**src/rtl/rv32i_inst_encoder_pkg.sv**
```systemverilog
// Shared encodings for the RV32I instruction encoder: request classes, FSM states,
// opcode/funct7 constants and the immediate range helper used when ENCODER_RANGE_CHECK_EN is set.
package rv32i_inst_encoder_pkg;

  typedef enum logic [3:0] {
    CLS_LUI    = 4'd0,
    CLS_AUIPC  = 4'd1,
    CLS_JAL    = 4'd2,
    CLS_JALR   = 4'd3,
    CLS_BRANCH = 4'd4,
    CLS_LOAD   = 4'd5,
    CLS_OP_IMM = 4'd6,
    CLS_STORE  = 4'd7,
    CLS_OP     = 4'd8,
    CLS_CSR    = 4'd9
  } req_class_e;

  typedef enum logic [1:0] {
    ST_IDLE  = 2'd0,
    ST_LOAD  = 2'd1,
    ST_DRAIN = 2'd2,
    ST_DONE  = 2'd3
  } enc_state_e;

  localparam logic [6:0] OPC_LUI    = 7'b0110111;
  localparam logic [6:0] OPC_AUIPC  = 7'b0010111;
  localparam logic [6:0] OPC_JAL    = 7'b1101111;
  localparam logic [6:0] OPC_JALR   = 7'b1100111;
  localparam logic [6:0] OPC_BRANCH = 7'b1100011;
  localparam logic [6:0] OPC_LOAD   = 7'b0000011;
  localparam logic [6:0] OPC_OP_IMM = 7'b0010011;
  localparam logic [6:0] OPC_STORE  = 7'b0100011;
  localparam logic [6:0] OPC_OP     = 7'b0110011;
  localparam logic [6:0] OPC_SYSTEM = 7'b1110011;

  localparam logic [6:0] F7_BASE = 7'b0000000;
  localparam logic [6:0] F7_ALT  = 7'b0100000;

  // True when v is representable as an nbits-wide two's complement value.
  function automatic logic fits_signed(input logic [31:0] v, input int unsigned nbits);
    logic [31:0] t;
    t = $signed(v) >>> (nbits - 1);
    return (t == '0) || (t == '1);
  endfunction

endpackage

```
**src/rtl/rv32i_field_pack.sv**
```systemverilog
// Combinational packer: request class + fields -> 32-bit RV32I word and an illegal flag.
// With ENCODER_RANGE_CHECK_EN defined, out-of-range immediates are also flagged illegal.
module rv32i_field_pack
  import rv32i_inst_encoder_pkg::*;
(
  input  logic [3:0]  i_class,
  input  logic [2:0]  i_funct3,
  input  logic        i_alt,
  input  logic [4:0]  i_rd,
  input  logic [4:0]  i_rs1,
  input  logic [4:0]  i_rs2,
  input  logic [31:0] i_imm,
  output logic [31:0] o_word,
  output logic        o_illegal
);

  logic [6:0]  w_f7;
  logic        w_shift;
  logic        w_bad;
  logic [31:0] w_word;

  assign w_f7    = i_alt ? F7_ALT : F7_BASE;
  assign w_shift = (i_funct3 == 3'b001) || (i_funct3 == 3'b101);

  always_comb begin
    w_word = '0;
    w_bad  = 1'b0;
    case (i_class)
      CLS_LUI:   w_word = {i_imm[31:12], i_rd, OPC_LUI};
      CLS_AUIPC: w_word = {i_imm[31:12], i_rd, OPC_AUIPC};
      CLS_JAL:   w_word = {i_imm[20], i_imm[10:1], i_imm[11], i_imm[19:12], i_rd, OPC_JAL};
      CLS_JALR:  w_word = {i_imm[11:0], i_rs1, i_funct3, i_rd, OPC_JALR};
      CLS_BRANCH: begin
        w_word = {i_imm[12], i_imm[10:5], i_rs2, i_rs1, i_funct3, i_imm[4:1], i_imm[11], OPC_BRANCH};
        w_bad  = (i_funct3 == 3'b010) || (i_funct3 == 3'b011);
      end
      CLS_LOAD: begin
        w_word = {i_imm[11:0], i_rs1, i_funct3, i_rd, OPC_LOAD};
        w_bad  = (i_funct3 == 3'b011) || (i_funct3[2:1] == 2'b11);
      end
      CLS_OP_IMM: begin
        // Shift-immediates carry funct7 in the upper immediate bits.
        if (w_shift) w_word = {w_f7, i_imm[4:0], i_rs1, i_funct3, i_rd, OPC_OP_IMM};
        else         w_word = {i_imm[11:0], i_rs1, i_funct3, i_rd, OPC_OP_IMM};
      end
      CLS_STORE: begin
        w_word = {i_imm[11:5], i_rs2, i_rs1, i_funct3, i_imm[4:0], OPC_STORE};
        w_bad  = (i_funct3 >= 3'b011);
      end
      CLS_OP:  w_word = {w_f7, i_rs2, i_rs1, i_funct3, i_rd, OPC_OP};
      CLS_CSR: begin
        w_word = {i_imm[11:0], i_rs1, i_funct3, i_rd, OPC_SYSTEM};
        w_bad  = (i_funct3[1:0] == 2'b00);
      end
      default: w_bad = 1'b1;
    endcase
  end

  assign o_word = w_word;

`ifdef ENCODER_RANGE_CHECK_EN
  logic w_range_ok;

  always_comb begin
    w_range_ok = 1'b1;
    case (i_class)
      CLS_LUI, CLS_AUIPC:      w_range_ok = (i_imm[11:0] == 12'd0);
      CLS_JAL:                 w_range_ok = fits_signed(i_imm, 21) && !i_imm[0];
      CLS_BRANCH:              w_range_ok = fits_signed(i_imm, 13) && !i_imm[0];
      CLS_OP_IMM:              w_range_ok = w_shift ? (i_imm[31:5] == '0) : fits_signed(i_imm, 12);
      CLS_JALR, CLS_LOAD,
      CLS_STORE:               w_range_ok = fits_signed(i_imm, 12);
      CLS_CSR:                 w_range_ok = (i_imm[31:12] == '0);
      default:                 w_range_ok = 1'b1;
    endcase
  end

  assign o_illegal = w_bad || !w_range_ok;
`else
  assign o_illegal = w_bad;
`endif

endmodule

```
**src/rtl/rv32i_inst_encoder.sv**
```systemverilog
// RV32I instruction encoder: packs field bundles into words and streams them into imem
// through an encode register and a backpressure-holding write buffer. Optional: ENCODER_RANGE_CHECK_EN.
module rv32i_inst_encoder
  import rv32i_inst_encoder_pkg::*;
#(
  parameter int          ADDR_W    = 32,
  parameter int unsigned MAX_WORDS = 1024
) (
  input  logic              clk,
  input  logic              rst,
  input  logic              start,
  input  logic [ADDR_W-1:0] base_addr,
  input  logic              finish,
  input  logic              req_valid,
  output logic              req_ready,
  input  logic [3:0]        req_class,
  input  logic [2:0]        req_funct3,
  input  logic              req_alt,
  input  logic [4:0]        req_rd,
  input  logic [4:0]        req_rs1,
  input  logic [4:0]        req_rs2,
  input  logic [31:0]       req_imm,
  output logic              imem_we,
  output logic [ADDR_W-1:0] imem_addr,
  output logic [31:0]       imem_wdata,
  input  logic              imem_ready,
  output logic              busy,
  output logic              done,
  output logic [15:0]       word_count,
  output logic              err
);

  enc_state_e        r_state, w_next;
  logic              r_s1_vld, r_s2_vld;
  logic [31:0]       r_s1_word, r_s2_word;
  logic [ADDR_W-1:0] r_addr;
  logic [15:0]       r_count;
  logic              r_err;

  logic [31:0] w_word;
  logic        w_illegal;
  logic [31:0] w_fill;
  logic        w_room, w_write, w_s2_free, w_s1_free, w_accept, w_ovf;

  rv32i_field_pack u_pack (
    .i_class   (req_class),
    .i_funct3  (req_funct3),
    .i_alt     (req_alt),
    .i_rd      (req_rd),
    .i_rs1     (req_rs1),
    .i_rs2     (req_rs2),
    .i_imm     (req_imm),
    .o_word    (w_word),
    .o_illegal (w_illegal)
  );

  // Words already written plus words in flight; only legal words occupy the pipeline.
  assign w_fill    = 32'(r_count) + 32'(r_s1_vld) + 32'(r_s2_vld);
  assign w_room    = w_fill < MAX_WORDS;
  assign w_write   = r_s2_vld && imem_ready && !start;
  assign w_s2_free = !r_s2_vld || w_write;
  assign w_s1_free = !r_s1_vld || w_s2_free;
  assign w_accept  = req_valid && req_ready;

  always_ff @(posedge clk or posedge rst) begin
    if (rst) r_state <= ST_IDLE;
    else     r_state <= w_next;
  end

  always_comb begin
    w_next    = r_state;
    req_ready = 1'b0;
    w_ovf     = 1'b0;
    if (start) begin
      w_next = ST_LOAD;
    end else begin
      case (r_state)
        ST_LOAD: begin
          req_ready = w_s1_free && w_room;
          w_ovf     = req_valid && !w_room;
          if (finish) w_next = ST_DRAIN;
        end
        ST_DRAIN: if (!r_s1_vld && !r_s2_vld) w_next = ST_DONE;
        default: w_next = r_state;
      endcase
    end
    busy = (r_state == ST_LOAD) || (r_state == ST_DRAIN);
    done = (r_state == ST_DONE);
  end

  always_ff @(posedge clk or posedge rst) begin
    if (rst) begin
      r_s1_vld  <= 1'b0;
      r_s1_word <= '0;
      r_s2_vld  <= 1'b0;
      r_s2_word <= '0;
      r_addr    <= '0;
      r_count   <= '0;
      r_err     <= 1'b0;
    end else if (start) begin
      r_s1_vld <= 1'b0;
      r_s2_vld <= 1'b0;
      r_addr   <= base_addr & ~ADDR_W'(3);
      r_count  <= '0;
      r_err    <= 1'b0;
    end else begin
      if (w_write) begin
        r_addr  <= r_addr + ADDR_W'(4);
        r_count <= r_count + 16'd1;
      end
      if (w_s2_free) begin
        r_s2_vld  <= r_s1_vld;
        r_s2_word <= r_s1_word;
      end
      if (w_s1_free) begin
        r_s1_vld  <= w_accept && !w_illegal;
        r_s1_word <= w_word;
      end
      if ((w_accept && w_illegal) || w_ovf) r_err <= 1'b1;
    end
  end

  // A restart cancels the buffered word in the same cycle.
  assign imem_we    = r_s2_vld && !start;
  assign imem_addr  = r_addr;
  assign imem_wdata = r_s2_word;
  assign word_count = r_count;
  assign err        = r_err;

endmodule

```
**config.mk**
```make
export PLATFORM = sky130hd
export DESIGN_NAME = rv32i_inst_encoder
export DESIGN_NICKNAME = d
export VERILOG_FILES = /design/src/rtl/rv32i_inst_encoder_pkg.sv /design/src/rtl/rv32i_field_pack.sv /design/src/rtl/rv32i_inst_encoder.sv
export SDC_FILE = /design/constraint.sdc
export NUM_CORES = 1
export LEC_CHECK = 0
export CAP_MARGIN = 10
export CORE_MARGIN = 4
export CORE_UTILIZATION = 40
export CTS_CLUSTER_SIZE = 8
export DETAILED_ROUTE_END_ITERATION = 8
export HOLD_SLACK_MARGIN = 0.12
export PLACE_DENSITY_LB_ADDON = 0.2
export SLEW_MARGIN = 10
export SYNTH_ARGS = -nofsm -noshare
export SYNTH_HDL_FRONTEND = slang
export SYNTH_SLANG_ARGS = --single-unit
```
**constraint.sdc**
```tcl
create_clock -name clk -period 4.8 [get_ports clk]
set_clock_uncertainty 0.15 [all_clocks]
set_input_delay 0.96 -clock clk [delete_from_list [all_inputs] [get_ports clk]]
set_output_delay 0.96 -clock clk [all_outputs]
set_load 0.005 [all_outputs]
```
After elaboration in Yosys (flattened, before gate mapping):

Index checks and enable logic that the tools add are counted.

* register bits: 117

* $add $sub $neg: 4
* magnitude comparators: 2
* eq/ne operators: 19
* muxes and demuxes: 22
* bitwise gates (word level): 1
* reduce and logical (&&, ||, !) cells: 32

Operators by type and width (count)
* one-hot mux 32 bit (10 select lines): 1
* 2-to-1 mux 32 bit: 3
* adder 32 x 3 -> 32 bit, second input constant: 1
* 2-to-1 mux 16 bit: 2
* adder 17 x 1 -> 18 bit: 1
* less-than comparator 18 x 11 -> 1 bit, second input constant: 1
* adder 16 x 1 -> 17 bit: 1
* adder 16 x 1 -> 16 bit, second input constant: 1
* equality test 4 x 3 -> 1 bit, second input constant: 4
* 2-to-1 mux 1 bit: 10
* logical AND 1 bit: 9
* equality test 4 x 2 -> 1 bit, second input constant: 2
* equality test 4 bit, second input constant: 2
* nonzero test 2 bit: 4
* logical OR 1 bit: 7
* equality test 2 bit, second input constant: 3
* equality test 3 x 2 -> 1 bit, second input constant: 2
* 2-to-1 mux 2 bit: 3
* 2-to-1 mux 6 bit: 1
* inequality test 3 bit, second input constant: 2
* OR reduction 6 bit: 1
* logical NOT 1 bit: 5
* one-hot mux 1 bit (5 select lines): 1
* equality test 4 x 1 -> 1 bit, second input constant: 1
* 11 further kinds: 12

Longest topological paths before layout:

* depth after elaboration: 12
* gate-level depth with buffers: 8

Hierarchy:

From an unflattened synthesis, not the netlist that was laid out.

* cells, all modules: 627
* area, all modules: 6387.4 um^2

By module, submodules not included
* rv32i_inst_encoder: times used 1, cells an instance 464, area an instance 5381.4 um^2, sequential area each 2877.8 um^2
* rv32i_field_pack: times used 1, cells an instance 163, area an instance 1006.0 um^2, sequential area each 0.0 um^2

Worst setup path after synthesis:

OpenSTA, ideal clock, no wires.

* path type: input-to-output
* start: in start
* end: out imem_we
* arrival: 1.559 ns
* slack: 2.131 ns
* stages: 3
* buffers on the path: 2
* path through: clkbuf_1 -> clkbuf_1 -> nor2b_1

* cells in the longest elaborated chain, start to end: 2

Ends and longest elaborated chain
* start, declared: RTL line rv32i_inst_encoder.sv:11 `input logic start,`
* logical NOT 1 bit: RTL line rv32i_inst_encoder.sv:124 `assign imem_we = r_s2_vld && !start;`
* logical AND 1 bit: RTL line rv32i_inst_encoder.sv:124
* end, declared: RTL line rv32i_inst_encoder.sv:23 `output logic imem_we,`

No other way between the ends.

Worst setup path after layout:

* start: in imem_ready
* end: out req_ready

* cells in the longest elaborated chain, start to end: 7

Ends and longest elaborated chain
* start, declared: RTL line rv32i_inst_encoder.sv:26 `input logic imem_ready,`
* logical AND 1 bit (2 in series): RTL line rv32i_inst_encoder.sv:60 `assign w_write = r_s2_vld && imem_ready && !start;`
* logical OR 1 bit: RTL line rv32i_inst_encoder.sv:61 `assign w_s2_free = !r_s2_vld || w_write;`
* logical OR 1 bit: RTL line rv32i_inst_encoder.sv:62 `assign w_s1_free = !r_s1_vld || w_s2_free;`
* logical AND 1 bit: RTL line rv32i_inst_encoder.sv:79 `req_ready = w_s1_free && w_room;`
* 2-to-1 mux 1 bit: RTL line rv32i_inst_encoder.sv:77 `case (r_state)`
* 2-to-1 mux 1 bit: RTL line rv32i_inst_encoder.sv:74 `if (start) begin`
* end, declared: RTL line rv32i_inst_encoder.sv:15 `output logic req_ready,`

No other way between the ends.

==> impl_metrics.json <==
{
  "status": "complete, no violations",
  "drt_iter0_drc": 401,
  "crit_family": "buffers and inverters",
  "max_cap_viol_count": 0,
  "synth_top_area_share_pct": 47.3,
  "grt_pass1_vias": 5230,
  "synthTopCellsByArea": "dfrtp_1 47%, mux2_2 6.2%, nand2_1 5.5%",
  "area_delta_synth_final_pct": 41.0,
  "crit_slowest_cell": "clkdlybuf4s50_1",
  "fillers": 1244,
  "nets": 874,
  "power_density_nw_per_um2": 341,
  "fin_tns_setup_ns": 0,
  "fin_area_um2": 8430,
  "max_freq_mhz": 244,
  "final_cell_mix": "172 x clkdlybuf4s50_1, 113 x dfrtp_1, 87 x nand2_1",
  "cts_resized": 0,
  "io_pins": 178,
  "synth_edf_count": 0,
  "slew_violations": 0,
  "finalCriticalPeriod_ns": 4.10,
  "cp_data_required_time_ns": 3.69,
  "vias": 5295,
  "crit_fanout": 6,
  "finalHoldViolations": 0,
  "syn_inst": 614,
  "drive_gt1_share_pct": 10.7,
  "regArea_um2": 2830,
  "num_antenna_cells": 0,
  "gr-usage-all-layers_pct": 19.1,
  "wl_per_cell_um": 16.4,
  "syn_area_per_cell_um2": 9.74,
  "gp_routability_congestion": 0.858,
  "synth.distinct_cells": 60,
  "cts_hold_buf": 0,
  "viasPerCell": 5.45,
  "fp.dieArea_um2": 17000,
  "portBuffers": 173,
  "leakage_nw": 3.48,
  "core.rowCount": 44,
  "cts_max_path_buffers": 2,
  "period_share_pct": 85.4,
  "ys_warn_count": 0,
  "whs_ns": 0.324,
  "crit_type": "in -> out",
  "gr-total-overflow": 0,
  "p_total_mw": 2.87,
  "synthArstFlopShare_pct": 100,
  "die_x_um": 130,
  "dp_hpwl_mm": 11.3,
  "setup_violations": 0,
  "ys_ff_latch": 113,
  "post_cts_buffers": 0,
  "worst_pin_slew_ns": 1.14,
  "pre_cts_slack_ns": 0.685,
  "cts_root_buffer": "clkbuf_16",
  "crit_path_frequent_cell": "clkdlybuf4s50_1",
  "max_slew_margin_pct": 23.8,
  "grt_max_degree": 79,
  "crit_buf_inv": 2,
  "path_clk_slew_ns": 0.05,
  "cts.htree.levels": 4,
  "antenna_found_initial": 0,
  "ir_worst_vdd_mv": 0.219,
  "utilization_pct": 57.8,
  "wl_mm": 15.9,
  "core-area_um2": 14600,
  "ys.flop_type": "dfrtp_1",
  "layout_commonest_cell": "clkdlybuf4s50_1",
  "synth.largest_area_cell": "dfrtp_1",
  "instances_no_fill": 972,
  "synth.yosys.seq_area_share_pct": 47.3,
  "drc": 0,
  "grt_pass1_wl_mm": 25.9,
  "ant_nets": 0,
  "clk_latency_ns": 0.41,
  "start_util_pct": 41.0,
  "first_pass_iters": 5,
  "syn-cell-area_um2": 5980,
  "cts.sinks": 113,
  "cp.arrival_ns": 2.99,
  "critPathCaptureType": "output port",
  "multi_input_area_um2": 2950,
  "rsz0062_at_grt": "false",
  "tritoncts": "done",
  "setup_slack_ns": 0.702,
  "max_stage_delay_ns": 0.59,
  "min_path_type": "reg -> reg",
  "crit_chain": "clkdlybuf4s50_1 > nor2b_1 > a21oi_1 > and3_1 > clkdlybuf4s50_1",
  "dp.cells": 940,
  "worstSetupStartpointType": "input port",
  "numCtsBuffers": 17,
  "die_y_um": 130,
  "postPlaceCellArea_um2": 7830
}
[worst paths after layout]
check / startpoint / to / slack (ns) / cells past startpoint
worst max-delay path: imem_ready / req_ready / 0.70 / 5
worst min-delay path: r_s1_word[11] / r_s1_word[11] / 0.32 / 2
worst max register to register: r_s2_vld / r_s1_word[25] / 2.47 / 4
worst min register to register: r_s1_word[11] / r_s1_word[11] / 0.32 / 2
max in group asynchronous: rst / r_s1_word[4] / 2.66 / 3
min in group asynchronous: rst / imem_addr[28] / 0.98 / 2
[synth_stat cells (all sizes together), types with 6 or more instances]
| master | n |
|---|---|
| a21oi | 21 |
| o21ai | 67 |
| nor2b | 10 |
| mux2i | 13 |
| nor3 | 13 |
| nor2 | 29 |
| nand2 | 88 |
| nand3 | 20 |
| and3 | 12 |
| xor2 | 32 |
| buf | 18 |
| ha | 6 |
| xnor2 | 9 |
| mux2 | 33 |
| inv | 14 |
| dfrtp | 113 |
| nand4 | 17 |
| clkbuf | 20 |
| and2 | 7 |
[state kept, by name, summed over array words and instances, names as in the netlist]
signal	cells
r_state	2
r_s1_vld	1
r_s1_word	31
err	1
imem_wdata	31
imem_addr	30
r_s2_vld	1
word_count	16
[cell type report]
type | count | area share, %
repair buffers | 179 | 21.0
clock buffers | 19 | 5.25
multi-input cells | 450 | 34.9
flip-flops and latches | 113 | 33.5
well taps | 184 | 2.73
clock inverters | 13 | 1.90
inverters | 14 | 0.653
[per-layer routing]
layer / up-vias / routed length [um] / global-route usage (%)
li1: 2525 / - / -
met1: 2539 / 6770 / 24.3
met2: 203 / 7550 / 30.6
met3: 28 / 1280 / 5.98
met4: 0 / 297 / 7.03
met5: - / 0 / 0
[power by group]
part | internal, mW | switching, mW
clock network | 0.828 | 0.449
registers | 1.05 | 0.0698
logic | 0.282 | 0.198
[kinds of logic (layout without fill, tap and decap cells)]
kind of cell	count (synthesis)	in the layout	synth area share (%)
buffers and inverters	52	225	3.72
AND/OR/NAND/NOR	220	220	18.7
other	1	2	0.0627
adder cells (fa/ha/maj)	6	6	1.25
AO/OA/AOI/OAI	135	135	14.6
multiplexers	46	46	8.39
XOR/XNOR	41	41	6.00
flip-flops	113	113	47.3
[worst reg2reg max path, cell delays in order, from the launching register on]
cell and delay [ns]:
dfrtp_1 0.49, nand3b_1 0.23, nand2b_2 0.53, a2111oi_4 0.64
a221o_1 0.22
(Power assumes the default switching activity.)
